File: src/rtl/ip_seq_pkg.sv
// Shared types and constants for the inner-product sequencer.
// Contents: FSM state enum, PE lane geometry, PE latency, and a helper that
// extracts one signed 16-bit lane from a packed 4-lane bus.
package ip_seq_pkg;

    localparam int unsigned LANES      = 4;
    localparam int unsigned LANE_W     = 16;
    localparam int unsigned LANE_BUS_W = LANES * LANE_W;
    localparam int unsigned PE_RES_W   = 32;
    localparam int unsigned PE_LAT     = 2;

    typedef enum logic [1:0] {
        ST_IDLE  = 2'd0,
        ST_FETCH = 2'd1,
        ST_DRAIN = 2'd2,
        ST_DONE  = 2'd3
    } state_t;

    // Lane idx occupies bits [16*idx+15 : 16*idx] of the packed bus.
    function automatic logic signed [LANE_W-1:0] lane_of(
        input logic [LANE_BUS_W-1:0] v,
        input logic [1:0]            idx
    );
        return v[{idx, 4'b0000} +: LANE_W];
    endfunction

endpackage

File: src/rtl/ip_seq_accum.sv
// Valid pipeline and wide accumulator for the inner-product sequencer.
// Ports:
//   clk, rst_n   : clock, asynchronous active-low reset
//   i_issue      : a buffer read is being issued this cycle
//   i_clear      : job accepted; zero the accumulator and pipeline
//   i_flush      : job aborted; drop every in-flight valid bit
//   i_pe_result  : signed PE partial sum
//   o_vld        : valid pipeline (bit0 = data at PE input, top bit = PE result)
//   o_acc        : running signed sum, wraps modulo 2^ACC_W
import ip_seq_pkg::*;

module ip_seq_accum #(
    parameter int unsigned ACC_W = 40
) (
    input  logic                clk,
    input  logic                rst_n,
    input  logic                i_issue,
    input  logic                i_clear,
    input  logic                i_flush,
    input  logic [PE_RES_W-1:0] i_pe_result,
    output logic [PE_LAT:0]     o_vld,
    output logic [ACC_W-1:0]    o_acc
);

    logic [PE_LAT:0]  r_vld;
    logic [ACC_W-1:0] r_acc;
    logic [ACC_W-1:0] w_pe_ext;

    assign w_pe_ext = ACC_W'($signed(i_pe_result));

    // Only sum PE output that belongs to a read of the current job.
    always_ff @(posedge clk or negedge rst_n) begin
        if (!rst_n) begin
            r_vld <= '0;
            r_acc <= '0;
        end else begin
            if (i_clear || i_flush) begin
                r_vld <= '0;
            end else begin
                r_vld <= {r_vld[PE_LAT-1:0], i_issue};
            end
            if (i_clear) begin
                r_acc <= '0;
            end else if (r_vld[PE_LAT]) begin
                r_acc <= r_acc + w_pe_ext;
            end
        end
    end

    assign o_vld = r_vld;
    assign o_acc = r_acc;

endmodule

File: src/rtl/inner_product_seq_ctrl.sv
// Streams N 4-lane activation/weight chunks into an external PE and
// accumulates the PE partial sums into a wide signed result.
// Ports:
//   clk, reset                 : clock, asynchronous active-low reset
//   start, abort               : job request / cancel from layer controller
//   act_base, wgt_base         : first chunk addresses (wrap modulo 2^ADDR_W)
//   num_chunks                 : chunk count N
//   busy, done                 : job running / one-cycle completion pulse
//   result, result_valid       : final signed sum and its qualifier
//   act_rd_*, wgt_rd_*         : buffer read ports, 1-cycle read latency
//   pe_enable, pe_act, pe_wgt  : PE drive; pe_result: PE output
import ip_seq_pkg::*;

module inner_product_seq_ctrl #(
    parameter int unsigned ADDR_W = 8,
    parameter int unsigned LEN_W  = 8,
    parameter int unsigned ACC_W  = 40
) (
    input  logic                  clk,
    input  logic                  reset,
    input  logic                  start,
    input  logic                  abort,
    input  logic [ADDR_W-1:0]     act_base,
    input  logic [ADDR_W-1:0]     wgt_base,
    input  logic [LEN_W-1:0]      num_chunks,
    output logic                  busy,
    output logic                  done,
    output logic [ACC_W-1:0]      result,
    output logic                  result_valid,
    output logic                  act_rd_en,
    output logic                  wgt_rd_en,
    output logic [ADDR_W-1:0]     act_rd_addr,
    output logic [ADDR_W-1:0]     wgt_rd_addr,
    input  logic [LANE_BUS_W-1:0] act_rd_data,
    input  logic [LANE_BUS_W-1:0] wgt_rd_data,
    output logic                  pe_enable,
    output logic [LANE_BUS_W-1:0] pe_act,
    output logic [LANE_BUS_W-1:0] pe_wgt,
    input  logic [PE_RES_W-1:0]   pe_result
);

    state_t             r_state, w_state_nxt;
    logic [LEN_W-1:0]   r_len, w_len_nxt;
    logic [LEN_W-1:0]   r_idx, w_idx_nxt;
    logic               r_busy, w_busy_nxt;
    logic               r_done, w_done_nxt;
    logic               r_rv, w_rv_nxt;
    logic               r_rd_en, w_rd_en_nxt;
    logic [ADDR_W-1:0]  r_act_addr, w_act_addr_nxt;
    logic [ADDR_W-1:0]  r_wgt_addr, w_wgt_addr_nxt;
    logic               w_clear;
    logic               w_flush;
    logic [PE_LAT:0]    w_vld;
    logic [ACC_W-1:0]   w_acc;

    // State and registered outputs.
    always_ff @(posedge clk or negedge reset) begin
        if (!reset) begin
            r_state    <= ST_IDLE;
            r_len      <= '0;
            r_idx      <= '0;
            r_busy     <= 1'b0;
            r_done     <= 1'b0;
            r_rv       <= 1'b0;
            r_rd_en    <= 1'b0;
            r_act_addr <= '0;
            r_wgt_addr <= '0;
        end else begin
            r_state    <= w_state_nxt;
            r_len      <= w_len_nxt;
            r_idx      <= w_idx_nxt;
            r_busy     <= w_busy_nxt;
            r_done     <= w_done_nxt;
            r_rv       <= w_rv_nxt;
            r_rd_en    <= w_rd_en_nxt;
            r_act_addr <= w_act_addr_nxt;
            r_wgt_addr <= w_wgt_addr_nxt;
        end
    end

    // Next state and next registered outputs.
    always_comb begin
        w_state_nxt    = r_state;
        w_len_nxt      = r_len;
        w_idx_nxt      = r_idx;
        w_rv_nxt       = r_rv;
        w_rd_en_nxt    = 1'b0;
        w_act_addr_nxt = '0;
        w_wgt_addr_nxt = '0;
        w_clear        = 1'b0;
        w_flush        = 1'b0;

        unique case (r_state)
            ST_IDLE: begin
                if (start) begin
                    w_clear  = 1'b1;
                    w_rv_nxt = 1'b0;
                    if (num_chunks != '0) begin
                        w_state_nxt    = ST_FETCH;
                        w_len_nxt      = num_chunks;
                        w_idx_nxt      = '0;
                        w_rd_en_nxt    = 1'b1;
                        w_act_addr_nxt = act_base;
                        w_wgt_addr_nxt = wgt_base;
                    end else begin
                        w_state_nxt = ST_DONE;
                    end
                end
            end
            ST_FETCH: begin
                if (abort) begin
                    w_state_nxt = ST_IDLE;
                    w_flush     = 1'b1;
                end else if (r_idx == r_len - LEN_W'(1)) begin
                    w_state_nxt = ST_DRAIN;
                end else begin
                    w_rd_en_nxt    = 1'b1;
                    w_idx_nxt      = r_idx + LEN_W'(1);
                    w_act_addr_nxt = r_act_addr + ADDR_W'(1);
                    w_wgt_addr_nxt = r_wgt_addr + ADDR_W'(1);
                end
            end
            ST_DRAIN: begin
                // Done once only the final PE-result stage can still be set;
                // it is summed on the same edge that enters DONE.
                if (abort) begin
                    w_state_nxt = ST_IDLE;
                    w_flush     = 1'b1;
                end else if (w_vld[PE_LAT-1:0] == '0) begin
                    w_state_nxt = ST_DONE;
                end
            end
            ST_DONE: begin
                w_state_nxt = ST_IDLE;
            end
            default: begin
                w_state_nxt = ST_IDLE;
            end
        endcase

        w_busy_nxt = (w_state_nxt == ST_FETCH) || (w_state_nxt == ST_DRAIN);
        w_done_nxt = (w_state_nxt == ST_DONE);
        if (w_state_nxt == ST_DONE) begin
            w_rv_nxt = 1'b1;
        end
    end

    ip_seq_accum #(
        .ACC_W (ACC_W)
    ) u_accum (
        .clk         (clk),
        .rst_n       (reset),
        .i_issue     (r_rd_en),
        .i_clear     (w_clear),
        .i_flush     (w_flush),
        .i_pe_result (pe_result),
        .o_vld       (w_vld),
        .o_acc       (w_acc)
    );

    assign busy         = r_busy;
    assign pe_enable    = r_busy;
    assign done         = r_done;
    assign result_valid = r_rv;
    assign result       = w_acc;
    assign act_rd_en    = r_rd_en;
    assign wgt_rd_en    = r_rd_en;
    assign act_rd_addr  = r_act_addr;
    assign wgt_rd_addr  = r_wgt_addr;

    // Read data reaches the PE only in the cycle after its read was issued.
    assign pe_act = w_vld[0] ? act_rd_data : '0;
    assign pe_wgt = w_vld[0] ? wgt_rd_data : '0;

endmodule
File: config.mk
export PLATFORM = sky130hd
export DESIGN_NAME = inner_product_seq_ctrl
export DESIGN_NICKNAME = d
export VERILOG_FILES = /design/src/rtl/ip_seq_pkg.sv /design/src/rtl/ip_seq_accum.sv /design/src/rtl/inner_product_seq_ctrl.sv
export SDC_FILE = /design/constraint.sdc
export NUM_CORES = 1
export LEC_CHECK = 0
export CAP_MARGIN = 20
export CORE_MARGIN = 3
export CORE_UTILIZATION = 34
export DETAILED_ROUTE_END_ITERATION = 12
export GPL_TIMING_DRIVEN = 0
export HOLD_SLACK_MARGIN = 0.02
export MAX_ROUTING_LAYER = met4
export PLACE_DENSITY = 0.72
export SETUP_SLACK_MARGIN = 0.1
export SLEW_MARGIN = 15
export SYNTH_ARGS = -nofsm -noshare
export SYNTH_HDL_FRONTEND = slang
export SYNTH_SLANG_ARGS = --single-unit
File: constraint.sdc
create_clock -name clk -period 3.8 [get_ports clk]
set_clock_uncertainty 0.05 [all_clocks]
set_input_delay 0.57 -clock clk [delete_from_list [all_inputs] [get_ports clk]]
set_output_delay 0.57 -clock clk [all_outputs]
set_load 0.03 [all_outputs]
# After elaboration in Yosys (flattened, before gate mapping)
# Cells that the tools add are included.
# word_totals
regBits,81
latchBits,0
ram_bits,0
romBits,0
elab_cells,79
memories,0
# classes
add_sub_neg,5
multipliers,0
n_div,0
magnitude_cmp,0
n_eq_ne,11
n_shift,0
muxes,39
bitwise_logic,0
reduce_logical,13
# op_table
cell,n
$mux W64,2
$mux W8,12
$mux W40,2
$pmux W8 S2,3
$add A40 B40 Y40,1
$add A8 B1 Y8 const B,3
$mux W2,6
$mux W1,11
$eq A2 B2 Y1 const B,4
$eq A8 B8 Y1,1
$ne A2 B2 Y1 const B,4
$pmux W2 S4,1
$reduce_bool A2 Y1,4
$reduce_bool A8 Y1,1
$sub A8 B1 Y8 const B,1
$reduce_and A5 Y1,1
$eq A2 B1 Y1 const B,2
$logic_not A2 Y1,2
$mux W3,1
$reduce_and A3 Y1,1
$logic_or A1 B1 Y1,2
$pmux W1 S2,1
$reduce_and A2 Y1,1
$reduce_or A2 Y1,1

# Logic depth before layout (Yosys ltp)
# logic_depth
depth_word,8
ltp_mapped,12
mapped_depth_nobuf,12

# Modules after synthesis
# From an unflattened synthesis, not the netlist that was laid out.
# unflattened
cells_unflattened,821
hier_area_um2,6916.6
# modules_own_cells
module,n_inst,cells_each,area_per_inst_um2,seq_area_each_um2
ip_seq_accum,1,440,3792.4,1076.0
inner_product_seq_ctrl,1,381,3124.2,950.9

# Worst setup path before layout
# Ideal clock, no wire load.
# synth_path
path_kind,flip-flop to flip-flop
startpoint,register u_accum.r_acc[0] (netlist: u_accum.o_acc[0])
endpoint,register u_accum.r_acc[34] (netlist: u_accum.o_acc[34])
setup_time_ns,0.094
arrival_ns,2.844
required_ns,3.656
path_slack_ns,0.812
stages_incl_launch_ff,13
cell_sequence,dfrtp_1 ha_1 inv_1 fa_1 nor2b_1 o31a_1 o21a_1 o21ai_0 a211o_1 a21boi_2 nor2_1 o311a_1 a211oi_1
# synth_between
elab_chain_cells,3
# synth_lines
item,line,source
"start, declared",ip_seq_accum.sv:26,logic [ACC_W-1:0] r_acc;
"start signal, assigned",ip_seq_accum.sv:45,r_acc <= r_acc + w_pe_ext;
$add A40 B40 Y40,ip_seq_accum.sv:45,
$mux W40,ip_seq_accum.sv:44,end else if (r_vld[PE_LAT]) begin
$mux W40,ip_seq_accum.sv:42,if (i_clear) begin
# Every way passes these cells. The select of a mux whose other input is x is not followed.
# A chain may end at the register's enable or synchronous reset.

# Worst setup path in the final report
# layout_path
startpoint,input port pe_result[1]
endpoint,register u_accum.r_acc[39] (netlist: u_accum.o_acc[39])
# layout_between
elab_chain_cells,3
# layout_lines
item,line,source
"start, declared",inner_product_seq_ctrl.sv:39,input logic [PE_RES_W-1:0] pe_result
$add A40 B40 Y40,ip_seq_accum.sv:45,
$mux W40,ip_seq_accum.sv:44,
$mux W40,ip_seq_accum.sv:42,
# Every way passes these cells. The select of a mux whose other input is x is not followed.

==> results.py <==
metrics = {
    "global_route": {
        "met3_usage": 0.04997,
        "antenna_found_initial": 5,
        "met2_usage": 0.5743,
        "grtUsageMet1": 0.4127,
        "grt_max_degree": 57,
        "grt_busiest_layer": "met2",
        "grt_pass1_vias": 7471,
        "gr-total-overflow": 0,
        "track_usage": 0.3390,
        "grt_pass1_wl_um": 52080,
    },
    "synth": {
        "ys_async_sr_fraction": 1.000,
        "synth_seq_area_share": 0.3013,
        "ys.flop_type": "dfrtp_1",
        "syn_area_per_cell_um2": 8.366,
        "synth-seq-cells": 81,
        "synth_top_area_frac": 0.3013,
        "synthTopCellsByArea": "dfrtp_1 30%, and2_1 13%, ha_1 8.7%",
        "synth_cell_type_count": 64,
        "synth_nets": 1040,
        "synth.yosys.warnings": 0,
        "synth-edff-count": 0,
        "synth.largest_area_cell": "dfrtp_1",
        "netlist_area_mm2": 0.006726,
        "syn_inst": 804,
    },
    "timing": {
        "setup_slack_ns": 0.3044,
        "slew_headroom": 0.4304,
        "final_max_slew_viol_count": 0,
        "finalCritPeriodShare": 0.9199,
        "fmax_mhz": 286.1,
        "min_period_ns": 3.496,
        "worst_pin_slew_ns": 0.8544,
        "hold_violations": 0,
        "finalSetupViolations": 0,
        "rsz0062_at_grt": "false",
    },
    "critical_path": {
        "path_cells": "clkdlybuf4s50_1 > ha_1 > a211oi_1 > o21ai_0 > nand4_1 > o211ai_1 > a31oi_2 > o21ai_1 > o31ai_1 > mux2i_1 > mux2i_1",
        "crit_fanout": 4,
        "slowest_delay_ns": 0.45,
        "cp-end-kind": "flip-flop",
        "crit_arrival_ns": 3.71,
        "cp_slowest_cell": "a31oi_2",
        "start_kind": "primary input",
        "cp_common_cell": "mux2i_1",
        "crit_type": "primary input to flip-flop",
        "crit_required_ns": 4.02,
    },
    "floorplan": {
        "dieArea_mm2": 0.02151,
        "fp.dieW_um": 146.7,
        "io_pins": 378,
        "start_util": 0.3525,
        "die_y_um": 146.7,
        "fp.coreArea_mm2": 0.01908,
        "rows": 50,
    },
    "layout": {
        "drive_gt1_frac": 0.03005,
        "syn_to_final_growth_pct": 66.26,
        "fin_cells": 1463,
        "final_cell_area_mm2": 0.01118,
        "final_nets": 1429,
    },
    "power": {
        "leakagePower_nw": 4.745,
        "p_per_area_mw_per_mm2": 694.9,
        "vdd_drop_max_mv": 0.2849,
    },
    "clocking": {
        "htree_num_levels": 3,
        "cts_num_sinks": 81,
        "cts.clk_slew.worst_paths_ns": 0.07,
        "clock_latency_ns": 0.34,
        "ctsHoldBuffers": 0,
        "cts_made_buffers": 9,
        "cts_root_buf": "clkbuf_16",
        "clockBufferDepth": 2,
        "tritoncts": "built",
    },
    "routing": {
        "ant_nets": 0,
        "wl_per_cell_um": 25.04,
        "drc": 0,
        "drt-total-wl_um": 36640,
        "drt_iter0_drc": 477,
        "num_vias": 7745,
        "vias_per_cell": 5.294,
        "firstDrtPassIters": 5,
    },
    "placement": {
        "place.gp.congestion": 0.9915,
        "hpwl_um": 30940,
        "place_ws_ns": -0.07541,
        "dpl-instance-area_mm2": 0.01085,
        "numPortBuffers": 377,
        "dpl.cell_count": 1442,
    },
    "run": {
        "cap_viol_max_count": 0,
    },
    "worst_hold_path": {
        "hp-class": "primary input to asynchronous set/reset pin",
    },
    "status": {
        "status": "finished clean",
    },
}
## worst max-delay path, delay by kind of cell
| kind | cells | cell delay, ns |
|---|---|---|
| AND/OR/NAND/NOR | 1 | 0.20 |
| multiplexers | 2 | 0.47 |
| AO/OA/AOI/OAI | 6 | 1.75 |
| buffers and inverters | 1 | 0.42 |
| adder cells (fa/ha/maj) | 1 | 0.30 |
## area by class of cell
class	instances	area [um^2]
Antenna cell	5	12.51
Buffer	36	153.9
Clock buffer	9	225.2
Clock inverter	7	95.09
Fill cell	1738	7898
Inverter	18	67.56
Multi-Input combinational cell	669	4478
Sequential cell	81	2027
Tap cell	260	325.3
Timing Repair Buffer	378	3799
## sequential cells by signal, summed over array words and instances, names as in the netlist
name / flops
act_rd_addr: 8
act_rd_en: 1
busy: 1
done: 1
r_idx: 8
r_len: 8
r_state: 2
result_valid: 1
u_accum.o_acc: 40
u_accum.o_vld: 3
wgt_rd_addr: 8
## worst paths after layout
check | startpoint | depth (start not counted) | slack, ns | endpoint
min in group clk | u_accum.o_vld[1] | 1 | 0.45 | u_accum.o_vld[2]
min reg2reg | u_accum.o_vld[1] | 1 | 0.45 | u_accum.o_vld[2]
max in group asynchronous | reset | 2 | 2.94 | act_rd_addr[0]
min | reset | 1 | 0.11 | u_accum.o_acc[25]
max | pe_result[1] | 11 | 0.30 | u_accum.o_acc[39]
max reg2reg | u_accum.o_acc[1] | 10 | 0.54 | u_accum.o_acc[39]
## metrics by stage
stage	power, mW	TNS [ns]	util	hold WS [ns]
after floorplan	4.553	0	-	0.2244
after global placement	6.718	-92.41	0.5673	0.4097
after detailed placement	6.763	-0.07541	0.5687	0.4262
after CTS	7.768	0	0.5854	0.1065
after global routing	8.196	0	0.5861	0.1292
final	7.771	0	0.5861	0.1110
## per-layer routing
layer | up-vias | share of wire
met2 | 311 | 0.50
met4 | 0 | 0.032
met1 | 3764 | 0.41
met5 | - | 0
li1 | 3624 | -
met3 | 46 | 0.056
## where the power goes
| group | leakage (nW) | internal (mW) | switching, mW |
|---|---|---|---|
| clock network | 0.155 | 0.577 | 0.399 |
| logic | 3.52 | 2.13 | 3.20 |
| registers | 1.07 | 1.15 | 0.320 |
| total | 4.75 | 3.85 | 3.92 |
## logic make-up (layout without fill, tap and decap cells)
logic type | count (synthesis) | in the layout | synth area share
buffers and inverters | 54 | 448 | 0.03292
and+or+nand+nor | 357 | 357 | 0.2870
AOI/OAI and AO/OA | 192 | 192 | 0.1886
adders and majority gates | 48 | 48 | 0.09040
other | 0 | 5 | 0
muxes | 27 | 27 | 0.04111
DFF | 81 | 81 | 0.3013
xor gates and xnor gates | 45 | 45 | 0.05859
## synth_stat cells (all sizes together) (5+ instances only)
library cell / count
nand2b: 8
nand2: 68
nor3: 14
o211ai: 5
mux2i: 22
nand3: 23
a21o: 27
a2111oi: 5
a31oi: 9
nor2b: 7
and2: 138
buf: 9
xnor2: 20
ha: 47
nor2: 58
a211oi: 13
nand3b: 5
nand4: 6
xor2: 25
clkbuf: 27
nor3b: 7
inv: 17
mux2: 5
and3: 8
a22o: 5
o21ai: 56
dfrtp: 81
a21oi: 37
o21a: 9
## cells in the final DEF (no fill, tap or decap), types with 5 or more instances in the layout
master,synthesis,routed
a211oi_1,13,13
a21o_1,27,27
a21oi_1,37,37
a22o_1,5,5
a31oi_1,8,8
and2_1,138,138
and3_1,8,8
clkbuf_1,26,26
clkbuf_16,0,9
clkdlybuf4s50_1,0,376
dfrtp_1,81,81
diode_2,0,5
ha_1,47,47
inv_1,17,17
mux2_2,5,5
mux2i_1,22,22
nand2_1,68,68
nand2b_1,8,8
nand3_1,23,23
nand3b_1,5,5
nand4_1,6,6
nor2_1,56,56
nor2b_1,7,7
nor3_1,14,14
nor3b_1,7,7
o211ai_1,5,5
o21a_1,9,9
o21ai_0,55,54
xnor2_1,20,20
xor2_1,25,25
## timing repair
action / 4_1_cts / 5_1_grt
gates resized for setup: 0 / 1
endpoints found under the setup margin: 0 / 1
setup buffers: 0 / 0
Power figures use the tool's default switching activity.
